[src/rtl/led_sched_pkg.sv]
`default_nettype none
// ============================================================================
//  Module   : led_sched_pkg
//  Purpose  : Shared types and constants for the LED latch scheduler.
//  Revision : 1.0 - initial release
// ============================================================================
package led_sched_pkg;

  // Width of the encoder slice index (covers up to 512 slices).
  localparam int SLICE_W = 9;

  // Bit length of one shifter transfer (grayscale or control frame).
  localparam int LATCH_SIZE = 769;

  // Latch-select values driven on sh_sel.
  localparam logic SEL_CTRL = 1'b1;
  localparam logic SEL_GS   = 1'b0;

  // Scheduler states; the encoding is exported on state_dbg.
  typedef enum logic [2:0] {
    CTRL_LOAD = 3'd0,
    CTRL_WAIT = 3'd1,
    ARMED     = 3'd2,
    FETCH     = 3'd3,
    GS_LOAD   = 3'd4,
    GS_WAIT   = 3'd5
  } sched_state_e;

endpackage
`default_nettype wire

[src/rtl/led_latch_scheduler_if.sv]
`default_nettype none
// ============================================================================
//  Module   : led_latch_scheduler_if
//  Purpose  : Encoder, fetch and shifter handshake bundle of the scheduler.
//             master = scheduler view, slave = surrounding system view.
//  Revision : 1.0 - initial release
// ============================================================================
interface led_latch_scheduler_if;
  import led_sched_pkg::*;

  logic               slice_tick;
  logic               home;
  logic               ctrl_dirty;
  logic               rd_req;
  logic               rd_ack;
  logic [SLICE_W-1:0] fetch_idx;
  logic               sh_start;
  logic               sh_sel;
  logic               sh_busy;
  logic               sh_done;
  logic [15:0]        overrun_cnt;
  logic               fault;
  logic [2:0]         state_dbg;

  modport master (
    input  slice_tick, home, ctrl_dirty, rd_ack, sh_busy, sh_done,
    output rd_req, fetch_idx, sh_start, sh_sel, overrun_cnt, fault, state_dbg
  );

  modport slave (
    output slice_tick, home, ctrl_dirty, rd_ack, sh_busy, sh_done,
    input  rd_req, fetch_idx, sh_start, sh_sel, overrun_cnt, fault, state_dbg
  );

endinterface
`default_nettype wire

[src/rtl/led_slice_counter.sv]
`default_nettype none
// ============================================================================
//  Module   : led_slice_counter
//  Purpose  : Encoder slice position. Advances on every slice_tick, wraps at
//             SLICES-1, and is forced to 0 by home (home beats a tick).
//             Exposes the post-update position so a tick can be captured in
//             the same cycle it arrives.
//  Revision : 1.0 - initial release
// ============================================================================
module led_slice_counter
  import led_sched_pkg::*;
#(
  parameter int SLICES = 360
) (
  input  logic               clk,
  input  logic               rst,
  input  logic               slice_tick,
  input  logic               home,
  output logic [SLICE_W-1:0] pos_next
);

  logic [SLICE_W-1:0] pos_q;
  logic [SLICE_W-1:0] pos_d;

  // Next position: home first, then wrap-around increment on a tick.
  always_comb begin
    pos_d = pos_q;
    if (home) begin
      pos_d = '0;
    end else if (slice_tick) begin
      if (pos_q == SLICE_W'(SLICES - 1)) begin
        pos_d = '0;
      end else begin
        pos_d = pos_q + SLICE_W'(1);
      end
    end
  end

  // Position register.
  always_ff @(posedge clk or posedge rst) begin
    if (rst) begin
      pos_q <= '0;
    end else begin
      pos_q <= pos_d;
    end
  end

  assign pos_next = pos_d;

endmodule
`default_nettype wire

[src/rtl/led_latch_scheduler.sv]
`default_nettype none
// ============================================================================
//  Module   : led_latch_scheduler
//  Purpose  : Schedules control-latch and grayscale-latch writes to the 769-bit
//             LED shifter, one grayscale frame per encoder slice, with a
//             periodic/dirty-driven control rewrite and overrun accounting.
//  Options  : LED_SCHED_WATCHDOG_EN - adds a shifter completion watchdog that
//             raises a sticky fault and forces a control rewrite on timeout.
//  Revision : 1.0 - initial release
// ============================================================================
module led_latch_scheduler
  import led_sched_pkg::*;
#(
  parameter int SLICES       = 360,
  parameter int CTRL_REFRESH = 64,
  parameter int WDOG_CYCLES  = 2048
) (
  input  logic                  CLK_10M,
  input  logic                  RESET,
  led_latch_scheduler_if.master bus
);

  localparam int GS_W = $clog2(CTRL_REFRESH + 1);

  // Reject configurations the fixed-width slice index cannot represent.
  if (SLICES < 1 || SLICES > (1 << SLICE_W) || CTRL_REFRESH < 1 || WDOG_CYCLES < 1)
  begin : g_param_check
    $error("led_latch_scheduler: illegal parameter set");
  end

  logic [SLICE_W-1:0] pos_next;

  led_slice_counter #(
    .SLICES (SLICES)
  ) u_slice_counter (
    .clk        (CLK_10M),
    .rst        (RESET),
    .slice_tick (bus.slice_tick),
    .home       (bus.home),
    .pos_next   (pos_next)
  );

  sched_state_e       state_q, state_d;
  logic               rd_req_q, rd_req_d;
  logic [SLICE_W-1:0] fetch_idx_q, fetch_idx_d;
  logic               sh_start_q, sh_start_d;
  logic               sh_sel_q, sh_sel_d;
  logic               ctrl_pend_q, ctrl_pend_d;
  logic [GS_W-1:0]    gs_cnt_q, gs_cnt_d;
  logic [15:0]        overrun_q, overrun_d;

`ifdef LED_SCHED_WATCHDOG_EN
  localparam int WD_W = $clog2(WDOG_CYCLES + 1);
  logic [WD_W-1:0]    wdog_q, wdog_d;
  logic               fault_q, fault_d;
`endif

  // Scheduler next-state and registered-output logic.
  always_comb begin
    state_d     = state_q;
    rd_req_d    = rd_req_q;
    fetch_idx_d = fetch_idx_q;
    sh_start_d  = 1'b0;
    sh_sel_d    = sh_sel_q;
    ctrl_pend_d = ctrl_pend_q | bus.ctrl_dirty;
    gs_cnt_d    = gs_cnt_q;
    overrun_d   = overrun_q;

    // Ticks outside ARMED are lost; count them (saturating).
    if (bus.slice_tick && state_q != ARMED && overrun_q != 16'hFFFF) begin
      overrun_d = overrun_q + 16'd1;
    end

    case (state_q)
      CTRL_LOAD: begin
        if (!bus.sh_busy) begin
          sh_start_d = 1'b1;
          sh_sel_d   = SEL_CTRL;
          state_d    = CTRL_WAIT;
        end
      end
      CTRL_WAIT: begin
        if (bus.sh_done) begin
          // A dirty pulse landing on this completion is kept for the next round.
          ctrl_pend_d = bus.ctrl_dirty;
          gs_cnt_d    = '0;
          state_d     = ARMED;
        end
      end
      ARMED: begin
        if (bus.slice_tick) begin
          if (ctrl_pend_q || bus.ctrl_dirty || gs_cnt_q == GS_W'(CTRL_REFRESH)) begin
            state_d = CTRL_LOAD;
          end else begin
            fetch_idx_d = pos_next;
            rd_req_d    = 1'b1;
            state_d     = FETCH;
          end
        end
      end
      FETCH: begin
        if (rd_req_q && bus.rd_ack) begin
          rd_req_d = 1'b0;
          state_d  = GS_LOAD;
        end
      end
      GS_LOAD: begin
        if (!bus.sh_busy) begin
          sh_start_d = 1'b1;
          sh_sel_d   = SEL_GS;
          state_d    = GS_WAIT;
        end
      end
      GS_WAIT: begin
        if (bus.sh_done) begin
          if (gs_cnt_q != GS_W'(CTRL_REFRESH)) begin
            gs_cnt_d = gs_cnt_q + GS_W'(1);
          end
          state_d = ARMED;
        end
      end
      default: begin
        state_d = CTRL_LOAD;
      end
    endcase

`ifdef LED_SCHED_WATCHDOG_EN
    wdog_d  = '0;
    fault_d = fault_q;
    if ((state_q == CTRL_WAIT || state_q == GS_WAIT) && !bus.sh_done) begin
      if (wdog_q == WD_W'(WDOG_CYCLES - 1)) begin
        fault_d     = 1'b1;
        ctrl_pend_d = 1'b1;
        state_d     = CTRL_LOAD;
      end else begin
        wdog_d = wdog_q + WD_W'(1);
      end
    end
`endif
  end

  // State and output registers; reset restarts with a control write.
  always_ff @(posedge CLK_10M or posedge RESET) begin
    if (RESET) begin
      state_q     <= CTRL_LOAD;
      rd_req_q    <= 1'b0;
      fetch_idx_q <= '0;
      sh_start_q  <= 1'b0;
      sh_sel_q    <= 1'b0;
      ctrl_pend_q <= 1'b1;
      gs_cnt_q    <= '0;
      overrun_q   <= '0;
`ifdef LED_SCHED_WATCHDOG_EN
      wdog_q      <= '0;
      fault_q     <= 1'b0;
`endif
    end else begin
      state_q     <= state_d;
      rd_req_q    <= rd_req_d;
      fetch_idx_q <= fetch_idx_d;
      sh_start_q  <= sh_start_d;
      sh_sel_q    <= sh_sel_d;
      ctrl_pend_q <= ctrl_pend_d;
      gs_cnt_q    <= gs_cnt_d;
      overrun_q   <= overrun_d;
`ifdef LED_SCHED_WATCHDOG_EN
      wdog_q      <= wdog_d;
      fault_q     <= fault_d;
`endif
    end
  end

  assign bus.rd_req      = rd_req_q;
  assign bus.fetch_idx   = fetch_idx_q;
  assign bus.sh_start    = sh_start_q;
  assign bus.sh_sel      = sh_sel_q;
  assign bus.overrun_cnt = overrun_q;
  assign bus.state_dbg   = state_q;
`ifdef LED_SCHED_WATCHDOG_EN
  assign bus.fault       = fault_q;
`else
  assign bus.fault       = 1'b0;
`endif

endmodule
`default_nettype wire

[src/flat_wrapper.sv]
// flat-port wrapper written by rule: the top's interface ports become plain ports
module led_latch_scheduler_flat import led_sched_pkg::*;
#(
  parameter int SLICES       = 360,
  parameter int CTRL_REFRESH = 64,
  parameter int WDOG_CYCLES  = 2048
)
  (CLK_10M, RESET, bus_slice_tick, bus_home, bus_ctrl_dirty, bus_rd_ack, bus_sh_busy, bus_sh_done, bus_rd_req, bus_fetch_idx, bus_sh_start, bus_sh_sel, bus_overrun_cnt, bus_fault, bus_state_dbg);
  led_latch_scheduler_if bus_i ();
  input  logic CLK_10M;
  input  logic RESET;
  input wire logic [$bits(bus_i.slice_tick)-1:0] bus_slice_tick;
  input wire logic [$bits(bus_i.home)-1:0] bus_home;
  input wire logic [$bits(bus_i.ctrl_dirty)-1:0] bus_ctrl_dirty;
  input wire logic [$bits(bus_i.rd_ack)-1:0] bus_rd_ack;
  input wire logic [$bits(bus_i.sh_busy)-1:0] bus_sh_busy;
  input wire logic [$bits(bus_i.sh_done)-1:0] bus_sh_done;
  output wire logic [$bits(bus_i.rd_req)-1:0] bus_rd_req;
  output wire logic [$bits(bus_i.fetch_idx)-1:0] bus_fetch_idx;
  output wire logic [$bits(bus_i.sh_start)-1:0] bus_sh_start;
  output wire logic [$bits(bus_i.sh_sel)-1:0] bus_sh_sel;
  output wire logic [$bits(bus_i.overrun_cnt)-1:0] bus_overrun_cnt;
  output wire logic [$bits(bus_i.fault)-1:0] bus_fault;
  output wire logic [$bits(bus_i.state_dbg)-1:0] bus_state_dbg;
  assign bus_i.slice_tick = bus_slice_tick;
  assign bus_i.home = bus_home;
  assign bus_i.ctrl_dirty = bus_ctrl_dirty;
  assign bus_i.rd_ack = bus_rd_ack;
  assign bus_i.sh_busy = bus_sh_busy;
  assign bus_i.sh_done = bus_sh_done;
  assign bus_rd_req = bus_i.rd_req;
  assign bus_fetch_idx = bus_i.fetch_idx;
  assign bus_sh_start = bus_i.sh_start;
  assign bus_sh_sel = bus_i.sh_sel;
  assign bus_overrun_cnt = bus_i.overrun_cnt;
  assign bus_fault = bus_i.fault;
  assign bus_state_dbg = bus_i.state_dbg;
  led_latch_scheduler #(.SLICES(SLICES), .CTRL_REFRESH(CTRL_REFRESH), .WDOG_CYCLES(WDOG_CYCLES)) u_core (.CLK_10M(CLK_10M), .RESET(RESET), .bus(bus_i));
endmodule
[config.mk]
export PLATFORM = sky130hd
export DESIGN_NAME = led_latch_scheduler_flat
export DESIGN_NICKNAME = d
export VERILOG_FILES = /design/src/rtl/led_sched_pkg.sv /design/src/rtl/led_latch_scheduler_if.sv /design/src/rtl/led_slice_counter.sv /design/src/rtl/led_latch_scheduler.sv /design/src/flat_wrapper.sv
export SDC_FILE = /design/constraint.sdc
export NUM_CORES = 1
export LEC_CHECK = 0
export ABC_CLOCK_PERIOD_IN_PS = 2500
export CAP_MARGIN = 20
export CORE_ASPECT_RATIO = 1.25
export CORE_MARGIN = 10
export CORE_UTILIZATION = 25
export DETAILED_ROUTE_END_ITERATION = 6
export GPL_ROUTABILITY_DRIVEN = 0
export PLACE_DENSITY_LB_ADDON = 0.12
export SYNTH_ARGS = -nofsm -noshare
export SYNTH_HDL_FRONTEND = slang
export SYNTH_SLANG_ARGS = --single-unit
export TNS_END_PERCENT = 10
[constraint.sdc]
create_clock -name CLK_10M -period 2.5 [get_ports CLK_10M]
set_clock_uncertainty 0.1 [all_clocks]
set_input_delay 0.75 -clock CLK_10M [delete_from_list [all_inputs] [get_ports CLK_10M]]
set_output_delay 0.75 -clock CLK_10M [all_outputs]
set_load 0.1 [all_outputs]
### Yosys cells after proc, flatten, opt, wreduce, memory -nomap -nowiden

Index checks and enable logic that the tools add are counted.

* register bits: 48
* output and inout bits: 32

* $add $sub $neg: 3
* eq/ne operators: 19
* mux-type cells: 25
* bitwise operators: 2
* reduce and logical (&&, ||, !) cells: 16

Operators with widths (count)
* $mux 9: 3
* $mux 7: 3
* $add 16x1->16 const B: 1
* $ne 16x16->1 const B: 1
* $mux 3: 5
* $pmux 3 s5: 1
* $pmux 7 s2: 1
* $ne 2x2->1 const B: 6
* $add 9x1->9 const B: 1
* $eq 9x9->1 const B: 1
* $mux 1: 9
* $reduce_and 4->1: 2
* $add 7x1->7 const B: 1
* $eq 7x7->1 const B: 1
* $ne 7x7->1 const B: 1
* $eq 3x2->1 const B: 2
* $eq 3x3->1 const B: 2
* $ne 2x1->1 const B: 3
* $reduce_and 3->1: 2
* $reduce_bool 2->1: 3
* $reduce_and 5->1: 1
* $pmux 1 s2: 2
* $reduce_or 2->1: 2
* $eq 3x1->1 const B: 1
* other kinds (7): 10

### Longest topological paths before layout

* depth after elaboration: 5
* depth in mapped cells: 7
* depth with buffers taken out: 6

### Cells and area by module

Synthesis repeated with hierarchy kept, for this count alone.

* cell total of the unflattened synthesis: 224
* area total of the unflattened synthesis: 2406.1 um^2

Modules (own cells, without submodules)
* led_latch_scheduler: times used 1, cells each 176, area each 1915.6 um^2, sequential area each 977.2 um^2
* led_slice_counter: times used 1, cells each 48, area each 490.5 um^2, sequential area each 225.2 um^2

### Least setup slack after synthesis

No wires, ideal clock.

* kind: flip-flop to flip-flop
* start: reg u_core.state_q[1], in the netlist u_core.bus.state_dbg[1]
* end: reg u_core.fetch_idx_q[0], in the netlist u_core.bus.fetch_idx[0]
* library setup time: 125 ps
* data arrival time: 2398 ps
* setup slack: -123 ps
* cell stages (with the launch flop): 6
* path buffers: 2
* period minus slack after synthesis: 2623 ps
* path through: dfrtp_1 > or3b_1 > buf_2 > a2111o_1 > buf_6 > mux2_4

* longest elaborated chain between the ends: 2

RTL lines
* start: declaration: line led_latch_scheduler.sv:43 `sched_state_e state_q, state_d;`
* start signal: assignment: line led_latch_scheduler.sv:158 `state_q <= state_d;`
* $eq 3x2->1: line led_latch_scheduler.sv:74 `case (state_q)`
* $reduce_and 3->1 (no line)
* end signal: assignment: line led_latch_scheduler.sv:160 `fetch_idx_q <= fetch_idx_d;`
* end: declaration: line led_latch_scheduler.sv:45 `logic [SLICE_W-1:0] fetch_idx_q, fetch_idx_d;`

No other way between the ends.
A chain may end at the register's enable or synchronous reset.

### Worst setup path in the final report

* start: in bus_ctrl_dirty
* end: reg u_core.fetch_idx_q[3], in the netlist u_core.bus.fetch_idx[3]

* longest elaborated chain between the ends: 4

RTL lines
* start: declaration: line flat_wrapper.sv:14 `input wire logic [$bits(bus_i.ctrl_dirty)-1:0] bus_ctrl_dirty;`
* $logic_or 1x1->1 (2 in series): line led_latch_scheduler.sv:92 `if (ctrl_pend_q || bus.ctrl_dirty || gs_cnt_q == GS_W'(CTRL_REFRESH)) begin`
* $not 1->1 (no line)
* $reduce_and 3->1 (no line)

No other way between the ends.

==> run metrics <==
status complete, no violations; crit-path cells clkdlybuf4s50_1, or2_2, a2111o_1, buf_4, mux2_4; PortBufs 38; crit-path max FO 8; via/cell ratio between 4 and 5; minimum clock period after layout between 2 and 2.5 ns; PwrDens a little under 1000 mW/mm^2; Cell variety after synth 45; Post-Synth Simple-Gate Area ~20%; antenna viol nets, final 0; First DRT Iteration DRCs 96; Worst Setup SP bus_ctrl_dirty; FF-to-FF Start u_core.bus.state_dbg[0]; Layout Nets 291; Clock Path Buffers 2; H-tree lvl count 2; Initial DRT Pass Iterations 4; CP bufs+invs 2; endpoints failing hold 0; post-synthesis mux area share just under 5%; CP endpoint kind flop; IO Pins 40; die extent in x between 100 and 150 microns; Crit path largest cell delay 0.41 ns; Peak Freq 433 MHz; mean post-synth cell area around 10 sq um; antenna violations before repair 0; max-cap violation count 0; final hold slack around 0.39 ns; Rows 39; Leak between 0.001 and 0.0015 uW; number of synthesized flops with an enable pin 0; CP delay by family, top buffers and inverters; largest net degree at the start of global routing between 40 and 50; share of cells above drive strength 1 a little under a quarter; Worst Path Arrival between 2 and 2.5 ns; Critical Path End u_core.bus.fetch_idx[3]; critical path depth 5; clock root buffer master clkbuf_16; vias in the first global route roughly 1900; grt total ovfl 0; Synth Area in XOR/XNOR slightly above 7%; Final Total Pwr 2920 uW; setup ws final between 0.15 and 0.2 ns; Post-Synthesis Cells between 200 and 250; fin crit share about 92%; slowest stage cell on the critical path clkdlybuf4s50_1; Top FF cell, synth dfrtp_1; WP data required about 2.6 ns; Die Height between 100 and 150 microns; Post-CTS Hold Fix Bufs 0; worst r2r dst u_core.bus.fetch_idx[3]; clk slew on worst S/H paths 0.06 ns; syn_nets 238; r2r setup slk between 0.5 and 0.6 ns; Initial Utilization 25.6%; Die Area between 0.01 and 0.015 sq mm; Via Count 1832; WL final approximately 5.6 mm; crit path launch type primary input; Adder-Cell Fraction of Synth Area approximately 2.1%; WL per Instance 13.8 microns; P&R area growth vs syn 30.3%; CTS tree done; yosys warns 0; Mapped Area ~0.0023 sq mm; Diodes inserted 0; dpl ws -0.124 ns; Detail Placement HPWL approximately 4.2 mm; Worst slew margin 60.2%; crit path kind primary input to flop; Worst-Skew Late Latency approximately 0.28 ns; CTS Buf Count 5; Max VDD drop 764 uV; Worst Max-Slew Pin Slew between 0.5 and 0.6 ns; most frequent cells in the layout dfrtp_1, buf_4, nand2_1; Residual DRC 0; commonest non-fill, non-tap cell in the layout dfrtp_1; core area ~0.009 sq mm; asr flop ratio synth 100%; Hold WC Path Type flop to flop; first-pass GRT wire length around 9.5 mm; overall routing resource usage between 8 and 9%; RSZ-0062 raised after global routing false; post-synthesis sequential element count between 40 and 50; R2R cell count 4; # clock sinks between 40 and 50; PostCTS Resize Cnt 0; largest family of logic cells by synthesized area simple AND/OR/NAND/NOR gates; Synth Area in Compound Gates 10.7%; sequential-to-total area share from yosys stat between 50% and 60%; Max Slew Vio Count 0; TNS Setup 0 ns; total setup buffers inserted after CTS 0; final number of setup-violating endpoints 0
==> per-layer routing <==
metal / vias to the layer above / share of wire, % / global-route usage, %
met3: 5 / 3.7 / 2.06
met4: 0 / 1.6 / 3.83
met5: - / 0 / 0
met1: 888 / 44 / 10.1
li1: 913 / - / -
met2: 26 / 51 / 14.2
==> worst min path at each step <==
stage                                 end  slack [ns]  cells after the start                        from
6_report               u_core.ctrl_pend_q        0.39                      2          u_core.ctrl_pend_q
5_1_grt        u_core.bus.overrun_cnt[15]        0.43                      1  u_core.bus.overrun_cnt[15]
2_1_floorplan          u_core.ctrl_pend_q        0.36                      2          u_core.ctrl_pend_q
4_1_cts                 u_core.bus.sh_sel        0.39                      2           u_core.bus.sh_sel
3_5_place_dp            u_core.bus.sh_sel        0.38                      2           u_core.bus.sh_sel
3_3_place_gp            u_core.bus.sh_sel        0.37                      2           u_core.bus.sh_sel
==> synth_stat cells, drive strengths merged (2+ instances only) <==
cell	count	area [sq um]
a211oi	4	30.0
a21o	4	30.0
a21oi	11	55.1
a31oi	3	18.8
and2	2	12.5
and3	6	37.5
buf	5	32.5
clkbuf	2	7.51
dfrtp	47	1180
ha	4	50.1
inv	10	37.5
mux2	8	105
nand2	18	67.6
nand3	11	55.1
nand4	9	56.3
nor2	15	56.3
nor3	7	35.0
nor4	5	31.3
nor4b	3	32.5
o21ai	11	55.1
or2	2	12.5
or3	4	25.0
xnor2	6	52.6
xor2	13	114
==> through the flow <==
| stage | instance area, sq um | utilization (%) | instances |
|---|---|---|---|
| after global routing | 3040 | 33.3 | 403 |
| after floorplan | 2330 | - | 226 |
| after global placement | 2900 | 31.8 | 395 |
| after detailed placement | 2900 | 31.8 | 395 |
| final | 3040 | 33.3 | 403 |
| after CTS | 3040 | 33.3 | 403 |
==> where the power goes <==
part | internal (uW) | total, uW | switching (uW)
clock network | 373 | 650 | 277
logic | 298 | 1250 | 953
registers | 889 | 1020 | 128
total | 1560 | 2920 | 1360
==> area by class of cell <==
cell class,instances,area [sq um]
fillers,967,6090
well taps,123,154
repair buffers,53,453
clock buffers,8,136
inverters,10,37.5
flip-flops and latches,48,1200
multi-input cells,161,1050
==> worst reg2reg max path, cell delays in order, from the launching register on <==
cell and delay, ns:
dfrtp_2 0.47, or3b_1 0.40, a2111o_1 0.38, buf_4 0.19, mux2_4 0.30
==> flip-flops by register name, summed over array words and instances, names as in the netlist <==
signal / cells
u_core.u_slice_counter.pos_q: 9
u_core.ctrl_pend_q: 1
u_core.bus.overrun_cnt: 16
u_core.bus.rd_req: 1
u_core.bus.sh_sel: 1
u_core.bus.state_dbg: 3
u_core.bus.fetch_idx: 9
u_core.gs_cnt_q: 7
u_core.bus.sh_start: 1
==> kinds of logic (layout without fill, tap and decap cells) <==
logic type               Yosys count  in the layout
XOR/XNOR                          19             19
multiplexers                       9              9
other                              1              1
adder cells (fa/ha/maj)            4              4
AND/OR/NAND/NOR                   88             88
buffers and inverters             17             71
flip-flops                        48             48
AO/OA/AOI/OAI                     40             40
Note: power is estimated with default switching activity, not from simulation.
